## src/rtl/fighter_anim_ctrl_pkg.sv

```systemverilog
// Shared types and constants for the fighter animation controller.
package fighter_pkg;

    typedef enum logic [1:0] {
        ST_STAND  = 2'd0,
        ST_WALK   = 2'd1,
        ST_ATTACK = 2'd2
    } state_t;

    localparam logic [2:0] SPR_STAND0 = 3'd0;
    localparam logic [2:0] SPR_STAND1 = 3'd1;
    localparam logic [2:0] SPR_WALK0  = 3'd2;
    localparam logic [2:0] SPR_WALK1  = 3'd3;
    localparam logic [2:0] SPR_ATK0   = 3'd4;
    localparam logic [2:0] SPR_ATK1   = 3'd5;
    localparam logic [2:0] SPR_ATK2   = 3'd6;

    localparam int DEF_SPR_W = 64;
    localparam int DEF_SPR_H = 64;

    // Sprite ROM/palette index for a given animation state and step.
    function automatic logic [2:0] sel_of(input state_t st, input logic [2:0] step);
        logic [2:0] sel;
        case (st)
            ST_WALK:   sel = SPR_WALK0 + step;
            ST_ATTACK: sel = SPR_ATK0 + step;
            default:   sel = SPR_STAND0 + step;
        endcase
        return sel;
    endfunction

endpackage

```

## src/rtl/fighter_anim_ctrl_if.sv

```systemverilog
// Control, position, pixel and sprite-select signals of the fighter animation controller.
interface fighter_anim_ctrl_if;
    logic        frame_tick;
    logic        move_l;
    logic        move_r;
    logic        attack;
    logic [9:0]  fighter_x;
    logic [9:0]  fighter_y;
    logic [9:0]  DrawX;
    logic [9:0]  DrawY;
    logic [2:0]  sprite_sel;
    logic [11:0] rom_address;
    logic        sprite_on;
    logic        busy;

    modport master (
        output frame_tick, move_l, move_r, attack, fighter_x, fighter_y, DrawX, DrawY,
        input  sprite_sel, rom_address, sprite_on, busy
    );

    modport slave (
        input  frame_tick, move_l, move_r, attack, fighter_x, fighter_y, DrawX, DrawY,
        output sprite_sel, rom_address, sprite_on, busy
    );
endinterface

```

## src/rtl/fighter_anim_ctrl_sprite_window.sv

```systemverilog
// Sprite window hit test and ROM address generation, registered once.
module sprite_window import fighter_pkg::*; #(
    parameter int SPR_W = DEF_SPR_W,
    parameter int SPR_H = DEF_SPR_H
) (
    input  logic        clk,
    input  logic        srst,
    input  logic [9:0]  draw_x,
    input  logic [9:0]  draw_y,
    input  logic [9:0]  lx,
    input  logic [9:0]  ly,
    output logic        sprite_on_o,
    output logic [11:0] rom_address_o
);
    localparam int XS = $clog2(SPR_W);

    logic [10:0] x11, y11, lx11, ly11, dx, dy;
    logic [21:0] addr_full;
    logic        hit_d, hit_q;
    logic [11:0] addr_d, addr_q;

    // 11-bit arithmetic so a sprite near x=1023 does not wrap to the left edge.
    always_comb begin
        x11       = {1'b0, draw_x};
        y11       = {1'b0, draw_y};
        lx11      = {1'b0, lx};
        ly11      = {1'b0, ly};
        dx        = x11 - lx11;
        dy        = y11 - ly11;
        hit_d     = (x11 >= lx11) && (x11 < lx11 + 11'(SPR_W)) &&
                    (y11 >= ly11) && (y11 < ly11 + 11'(SPR_H));
        addr_full = ({11'b0, dy} << XS) + {11'b0, dx};
        addr_d    = hit_d ? addr_full[11:0] : 12'd0;
    end

    always_ff @(posedge clk) begin
        if (srst) begin
            hit_q  <= 1'b0;
            addr_q <= 12'd0;
        end else begin
            hit_q  <= hit_d;
            addr_q <= addr_d;
        end
    end

    assign sprite_on_o   = hit_q;
    assign rom_address_o = addr_q;
endmodule

```

## src/rtl/fighter_anim_ctrl.sv

```systemverilog
// Fighter animation state machine (STAND/WALK/ATTACK) with frame-latched sprite window.
module fighter_anim_ctrl import fighter_pkg::*; #(
    parameter int SPR_W       = DEF_SPR_W,
    parameter int SPR_H       = DEF_SPR_H,
    parameter int HOLD_FRAMES = 8,
    parameter int ATK_STEPS   = 3
) (
    input logic                vga_clk,
    input logic                reset,
    fighter_anim_ctrl_if.slave bus
);
    localparam int         HW        = (HOLD_FRAMES > 1) ? $clog2(HOLD_FRAMES) : 1;
    localparam logic [HW-1:0] HOLD_MAX = HW'(HOLD_FRAMES - 1);
    localparam logic [2:0] STEP_LAST = 3'(ATK_STEPS - 1);

    state_t        state_q, state_d, target;
    logic [2:0]    step_q, step_d;
    logic [HW-1:0] hold_q, hold_d;
    logic [9:0]    lx_q, lx_d, ly_q, ly_d;
    logic [2:0]    sel_q;
    logic          busy_q;
    logic          hold_wrap;

    always_comb begin
        state_d   = state_q;
        step_d    = step_q;
        hold_d    = hold_q;
        lx_d      = lx_q;
        ly_d      = ly_q;
        hold_wrap = (hold_q == HOLD_MAX);
        if (bus.attack)
            target = ST_ATTACK;
        else if (bus.move_l ^ bus.move_r)
            target = ST_WALK;
        else
            target = ST_STAND;

        if (bus.frame_tick) begin
            lx_d = bus.fighter_x;
            ly_d = bus.fighter_y;
            if (state_q == ST_ATTACK) begin
                // Attack runs to completion; the final wrap re-enters as if from STAND.
                if (hold_wrap && step_q == STEP_LAST) begin
                    state_d = target;
                    step_d  = 3'd0;
                    hold_d  = '0;
                end else if (hold_wrap) begin
                    hold_d = '0;
                    step_d = step_q + 3'd1;
                end else begin
                    hold_d = hold_q + 1'b1;
                end
            end else if (target != state_q) begin
                state_d = target;
                step_d  = 3'd0;
                hold_d  = '0;
            end else if (hold_wrap) begin
                hold_d = '0;
                step_d = {2'b00, ~step_q[0]};
            end else begin
                hold_d = hold_q + 1'b1;
            end
        end
    end

    always_ff @(posedge vga_clk) begin
        if (reset) begin
            state_q <= ST_STAND;
            step_q  <= 3'd0;
            hold_q  <= '0;
            lx_q    <= 10'd0;
            ly_q    <= 10'd0;
            sel_q   <= SPR_STAND0;
            busy_q  <= 1'b0;
        end else begin
            state_q <= state_d;
            step_q  <= step_d;
            hold_q  <= hold_d;
            lx_q    <= lx_d;
            ly_q    <= ly_d;
            sel_q   <= sel_of(state_d, step_d);
            busy_q  <= (state_d == ST_ATTACK);
        end
    end

    sprite_window #(
        .SPR_W (SPR_W),
        .SPR_H (SPR_H)
    ) u_window (
        .clk           (vga_clk),
        .srst          (reset),
        .draw_x        (bus.DrawX),
        .draw_y        (bus.DrawY),
        .lx            (lx_q),
        .ly            (ly_q),
        .sprite_on_o   (bus.sprite_on),
        .rom_address_o (bus.rom_address)
    );

    assign bus.sprite_sel = sel_q;
    assign bus.busy       = busy_q;
endmodule

```

## src/flat_wrapper.sv

```systemverilog
// flat-port wrapper written by rule: the top's interface ports become plain ports
module fighter_anim_ctrl_flat import fighter_pkg::*;
#(
    parameter int SPR_W       = DEF_SPR_W,
    parameter int SPR_H       = DEF_SPR_H,
    parameter int HOLD_FRAMES = 8,
    parameter int ATK_STEPS   = 3
)
  (vga_clk, reset, bus_frame_tick, bus_move_l, bus_move_r, bus_attack, bus_fighter_x, bus_fighter_y, bus_DrawX, bus_DrawY, bus_sprite_sel, bus_rom_address, bus_sprite_on, bus_busy);
  fighter_anim_ctrl_if bus_i ();
  input logic vga_clk;
  input logic reset;
  input wire logic [$bits(bus_i.frame_tick)-1:0] bus_frame_tick;
  input wire logic [$bits(bus_i.move_l)-1:0] bus_move_l;
  input wire logic [$bits(bus_i.move_r)-1:0] bus_move_r;
  input wire logic [$bits(bus_i.attack)-1:0] bus_attack;
  input wire logic [$bits(bus_i.fighter_x)-1:0] bus_fighter_x;
  input wire logic [$bits(bus_i.fighter_y)-1:0] bus_fighter_y;
  input wire logic [$bits(bus_i.DrawX)-1:0] bus_DrawX;
  input wire logic [$bits(bus_i.DrawY)-1:0] bus_DrawY;
  output wire logic [$bits(bus_i.sprite_sel)-1:0] bus_sprite_sel;
  output wire logic [$bits(bus_i.rom_address)-1:0] bus_rom_address;
  output wire logic [$bits(bus_i.sprite_on)-1:0] bus_sprite_on;
  output wire logic [$bits(bus_i.busy)-1:0] bus_busy;
  assign bus_i.frame_tick = bus_frame_tick;
  assign bus_i.move_l = bus_move_l;
  assign bus_i.move_r = bus_move_r;
  assign bus_i.attack = bus_attack;
  assign bus_i.fighter_x = bus_fighter_x;
  assign bus_i.fighter_y = bus_fighter_y;
  assign bus_i.DrawX = bus_DrawX;
  assign bus_i.DrawY = bus_DrawY;
  assign bus_sprite_sel = bus_i.sprite_sel;
  assign bus_rom_address = bus_i.rom_address;
  assign bus_sprite_on = bus_i.sprite_on;
  assign bus_busy = bus_i.busy;
  fighter_anim_ctrl #(.SPR_W(SPR_W), .SPR_H(SPR_H), .HOLD_FRAMES(HOLD_FRAMES), .ATK_STEPS(ATK_STEPS)) u_core (.vga_clk(vga_clk), .reset(reset), .bus(bus_i));
endmodule
```

## config.mk

```make
export PLATFORM = sky130hd
export DESIGN_NAME = fighter_anim_ctrl_flat
export DESIGN_NICKNAME = d
export VERILOG_FILES = /design/src/rtl/fighter_anim_ctrl_pkg.sv /design/src/rtl/fighter_anim_ctrl_if.sv /design/src/rtl/fighter_anim_ctrl_sprite_window.sv /design/src/rtl/fighter_anim_ctrl.sv /design/src/flat_wrapper.sv
export SDC_FILE = /design/constraint.sdc
export NUM_CORES = 1
export LEC_CHECK = 0
export CAP_MARGIN = 20
export CORE_MARGIN = 5
export CORE_UTILIZATION = 50
export DETAILED_ROUTE_END_ITERATION = 12
export GPL_ROUTABILITY_DRIVEN = 0
export GPL_TIMING_DRIVEN = 0
export PLACE_DENSITY = 0.86
export SLEW_MARGIN = 20
export SYNTH_ARGS = -nofsm -noshare
export SYNTH_HDL_FRONTEND = slang
export SYNTH_SLANG_ARGS = --single-unit
export TNS_END_PERCENT = 30
```

## constraint.sdc

```tcl
create_clock -name vga_clk -period 4.1 [get_ports vga_clk]
set_input_delay 0.41 -clock vga_clk [delete_from_list [all_inputs] [get_ports vga_clk]]
set_output_delay 0.41 -clock vga_clk [all_outputs]
set_load 0.05 [all_outputs]
```

==> results.toml <==
[status]
status = "complete, no violations"

[placed_design]
dp_hpwl_mm = 5.30
dp_cells = 469
port_buffers = 60
place_area_sq_um = 3630

[yosys]
yosys_most_used_dff = "dfxtp_1"
ys_seq_elements = 44
synth-edff-count = 0
syn_inst = 334
async_reset_ff_share_pct = 0
avgSynthCellArea_sq_um = 8.80
yosysWarnings = 0
seq_area_frac_synth_pct = 30.0
synth_nets = 424
synth_area_sq_um = 2940
netlist-cell-type-count = 51

[drt]
num_vias = 2552
viasPerCell = 5.35
drtIter0Drc = 97
drt_pass1_iterations = 4
drc = 0
wirelength_mm = 6.50
antenna_left = 0
wl_per_cell_microns = 13.6

[die]
coreArea_sq_um = 5820
die_w_microns = 86.7
initial_core_util_pct = 50.5
dieArea_sq_um = 7510
die_h_microns = 86.7
ios = 63
rows = 28

[run]
maxCapViolCount = 0

[clocking]
cts-root-buf = "clkbuf_8"
htreeDepth = 2
cts.sinks = 44
cts_resized = 0
hold_buffers = 0
clk_pin_slew_ns = 0.08
worstSkewPairLatency_ns = 0.29
cts_tree = "done"
numCtsBuffers = 5
clockBufferDepth = 2
postCtsSetupBuffers = 0

[pwr]
power_frac_seq_pct = 39.3
p_comb_share_pct = 32.5
p_int_mw = 0.810
p_per_area_nw_per_um2 = 312
clkPwrFrac_pct = 28.1
power.switching_mw = 0.360
ir_worst_vdd_mv = 0.199
switching_share_pct = 30.8
power_leakage_nw = 1.58

[finish]
nNetsFinal = 491
area_growth_pct = 27.4
multi_input_area_sq_um = 1890
finalInstanceArea_sq_um = 3740
register_area_sq_um = 881
stdcell_count = 477
drive_gt1_share_pct = 4.73
antennaDiodeCount = 0
n_fill_cell = 510

[global_routing]
gr-total-overflow = 0
grt_first_pass_wirelength_mm = 11.0
grt_use_total_pct = 18.2
grt_max_degree = 15
grt_pass1_vias = 2492
antenna_found_initial = 0

[critical_path]
crit_fanout = 4
cp_cell_sequence = "clkdlybuf4s50_1 -> inv_1 -> ha_1 -> fa_1 -> nor2b_1 -> o21ai_1 -> a21oi_1 -> o21ai_1 -> a21oi_1 -> xor2_1 -> ha_1 -> nand2_1 -> o21ai_1 -> o21a_1 -> nor2_1 -> xnor3_1 -> nor2_1"
cp_slowest_stage_delay_ns = 0.45
cp_slowest_cell = "clkdlybuf4s50_1"
cp-end-kind = "register"
cp.arrival_ns = 3.70
crit_type = "in -> reg"
cp_common_cell = "o21ai_1"
crit_required_ns = 4.33
start_kind = "input pin"

[sta]
clock_skew_ns = 0.00341
hold_viol_final = 0
fmax_mhz = 288
tightest_slew_ns = 0.793
hold-worst-slack_ns = 0.505
rsz0062_at_grt = "false"
tns_ns = 0
min_period_ns = 3.47
slew_headroom_pct = 47.1
drv_slew = 0
period_share_pct = 84.6
finalSetupViolations = 0

[worst_hold_path]
hp-class = "reg -> reg"
==> registers in the layout, indices dropped and copies added, names as in the netlist <==
| name | count |
|---|---|
| u_core.bus.busy | 1 |
| u_core.u_window.sprite_on_o | 1 |
| u_core.step_q | 2 |
| u_core.ly_q | 10 |
| u_core.hold_q | 3 |
| u_core.bus.sprite_sel | 3 |
| u_core.lx_q | 10 |
| u_core.u_window.rom_address_o | 12 |
| u_core.state_q | 2 |
==> cells by family after synthesis <==
family                   after synthesis  synth area share, %
AO/OA/AOI/OAI                         65                 15.1
XOR/XNOR                              16                 5.49
adder cells (fa/ha/maj)               44                 19.5
buffers and inverters                 44                 5.75
flip-flops                            44                 30.0
multiplexers                          20                 6.81
AND/OR/NAND/NOR                      101                 17.4
==> synthesized netlist by cell type (2+ instances only) <==
cell type	instances	area, sq um
a2111oi_0	3	26.3
a211oi_1	4	30.0
a21o_1	5	37.5
a21oi_1	22	110
a31oi_1	2	12.5
clkbuf_1	8	30.0
dfxtp_1	44	881
fa_1	3	60.1
ha_1	41	513
inv_1	33	124
inv_2	2	7.51
mux2i_1	20	200
nand2_1	9	33.8
nand2b_1	3	18.8
nand3_1	6	30.0
nand3b_1	2	15.0
nand4_1	5	31.3
nor2_1	50	188
nor2b_1	8	50.1
nor3_1	5	25.0
nor3b_1	2	15.0
o211ai_1	2	15.0
o21a_1	5	37.5
o21ai_0	5	25.0
o21ai_1	5	25.0
o31a_1	2	17.5
or2_2	2	12.5
xnor2_1	9	78.8
xor2_1	5	43.8
==> worst paths after layout <==
path                  start                                end  slack [ns]  cells past startpoint
max reg2reg  u_core.lx_q[0]  u_core.u_window.rom_address_o[11]        0.92                     15
max            bus_DrawX[0]  u_core.u_window.rom_address_o[11]        0.63                     17
min          u_core.lx_q[4]                     u_core.lx_q[4]        0.51                      2
min reg2reg  u_core.lx_q[4]                     u_core.lx_q[4]        0.51                      2
==> stage by stage <==
stage / utilization, % / setup WS [ns] / power (mW)
floorplan: - / 1.12 / 0.735
global placement: 62.5 / 0.463 / 0.834
detailed placement: 62.5 / 0.359 / 0.847
CTS: 64.4 / 0.633 / 1.18
global route: 64.4 / 0.392 / 1.24
finish: 64.4 / 0.633 / 1.17
==> worst max-delay path: cells and delay by family <==
family	cells	cell delay, ns
AOI/OAI and AO/OA	6	0.90
adders and majority gates	3	0.94
buffers and inverters	2	0.49
xor gates and xnor gates	2	0.45
and+or+nand+nor	4	0.50
==> cell usage in the layout, fill, tap and decap left out, types with 2 or more instances in the layout <==
cell type,instances
dfxtp_1,44
fa_1,3
nor3_1,5
a21o_1,5
a31oi_1,2
clkdlybuf4s50_1,60
nand2b_1,3
o21ai_0,5
nor2b_1,8
or2_2,2
o211ai_1,2
inv_2,2
a211oi_1,4
nand4_1,5
o31a_1,2
a2111oi_0,3
nand2_1,9
clkbuf_8,5
nand3_1,6
o21a_1,5
nand3b_1,2
inv_1,33
ha_1,41
mux2i_1,20
xnor2_1,9
nor3b_1,2
o21ai_1,5
a21oi_1,22
nor2_1,50
clkbuf_1,8
xor2_1,5
==> layout make-up <==
| class | count | share of cell area [%] |
|---|---|---|
| multi-input combinational | 246 | 50.5 |
| sequential | 44 | 23.5 |
| clock inverter | 3 | 1.14 |
| timing repair buffer | 60 | 16.0 |
| buffer | 9 | 1.00 |
| tap | 75 | 2.51 |
| inverter | 35 | 3.51 |
| clock buffer | 5 | 1.84 |
==> layer usage <==
metal  vias to the layer above  wire [microns]  part of all wire, %  GRT usage [%]
met5                         -               0                    0              0
met4                         0             123                  1.9           6.94
met3                        11             347                  5.3           3.33
met2                        63            3170                   49           31.5
met1                      1190            2860                   44           22.3
li1                       1288               -                    -              -
==> power groups by stage <==
stage | combinational (mW) | clock [mW] | sequential [mW]
2_1_floorplan | 0.247 | 0 | 0.488
3_3_place_gp | 0.365 | 0 | 0.469
3_5_place_dp | 0.377 | 0 | 0.470
4_1_cts | 0.381 | 0.338 | 0.460
5_1_grt | 0.420 | 0.355 | 0.463
6_report | 0.381 | 0.329 | 0.460
Note: power is estimated with default switching activity, not from simulation.
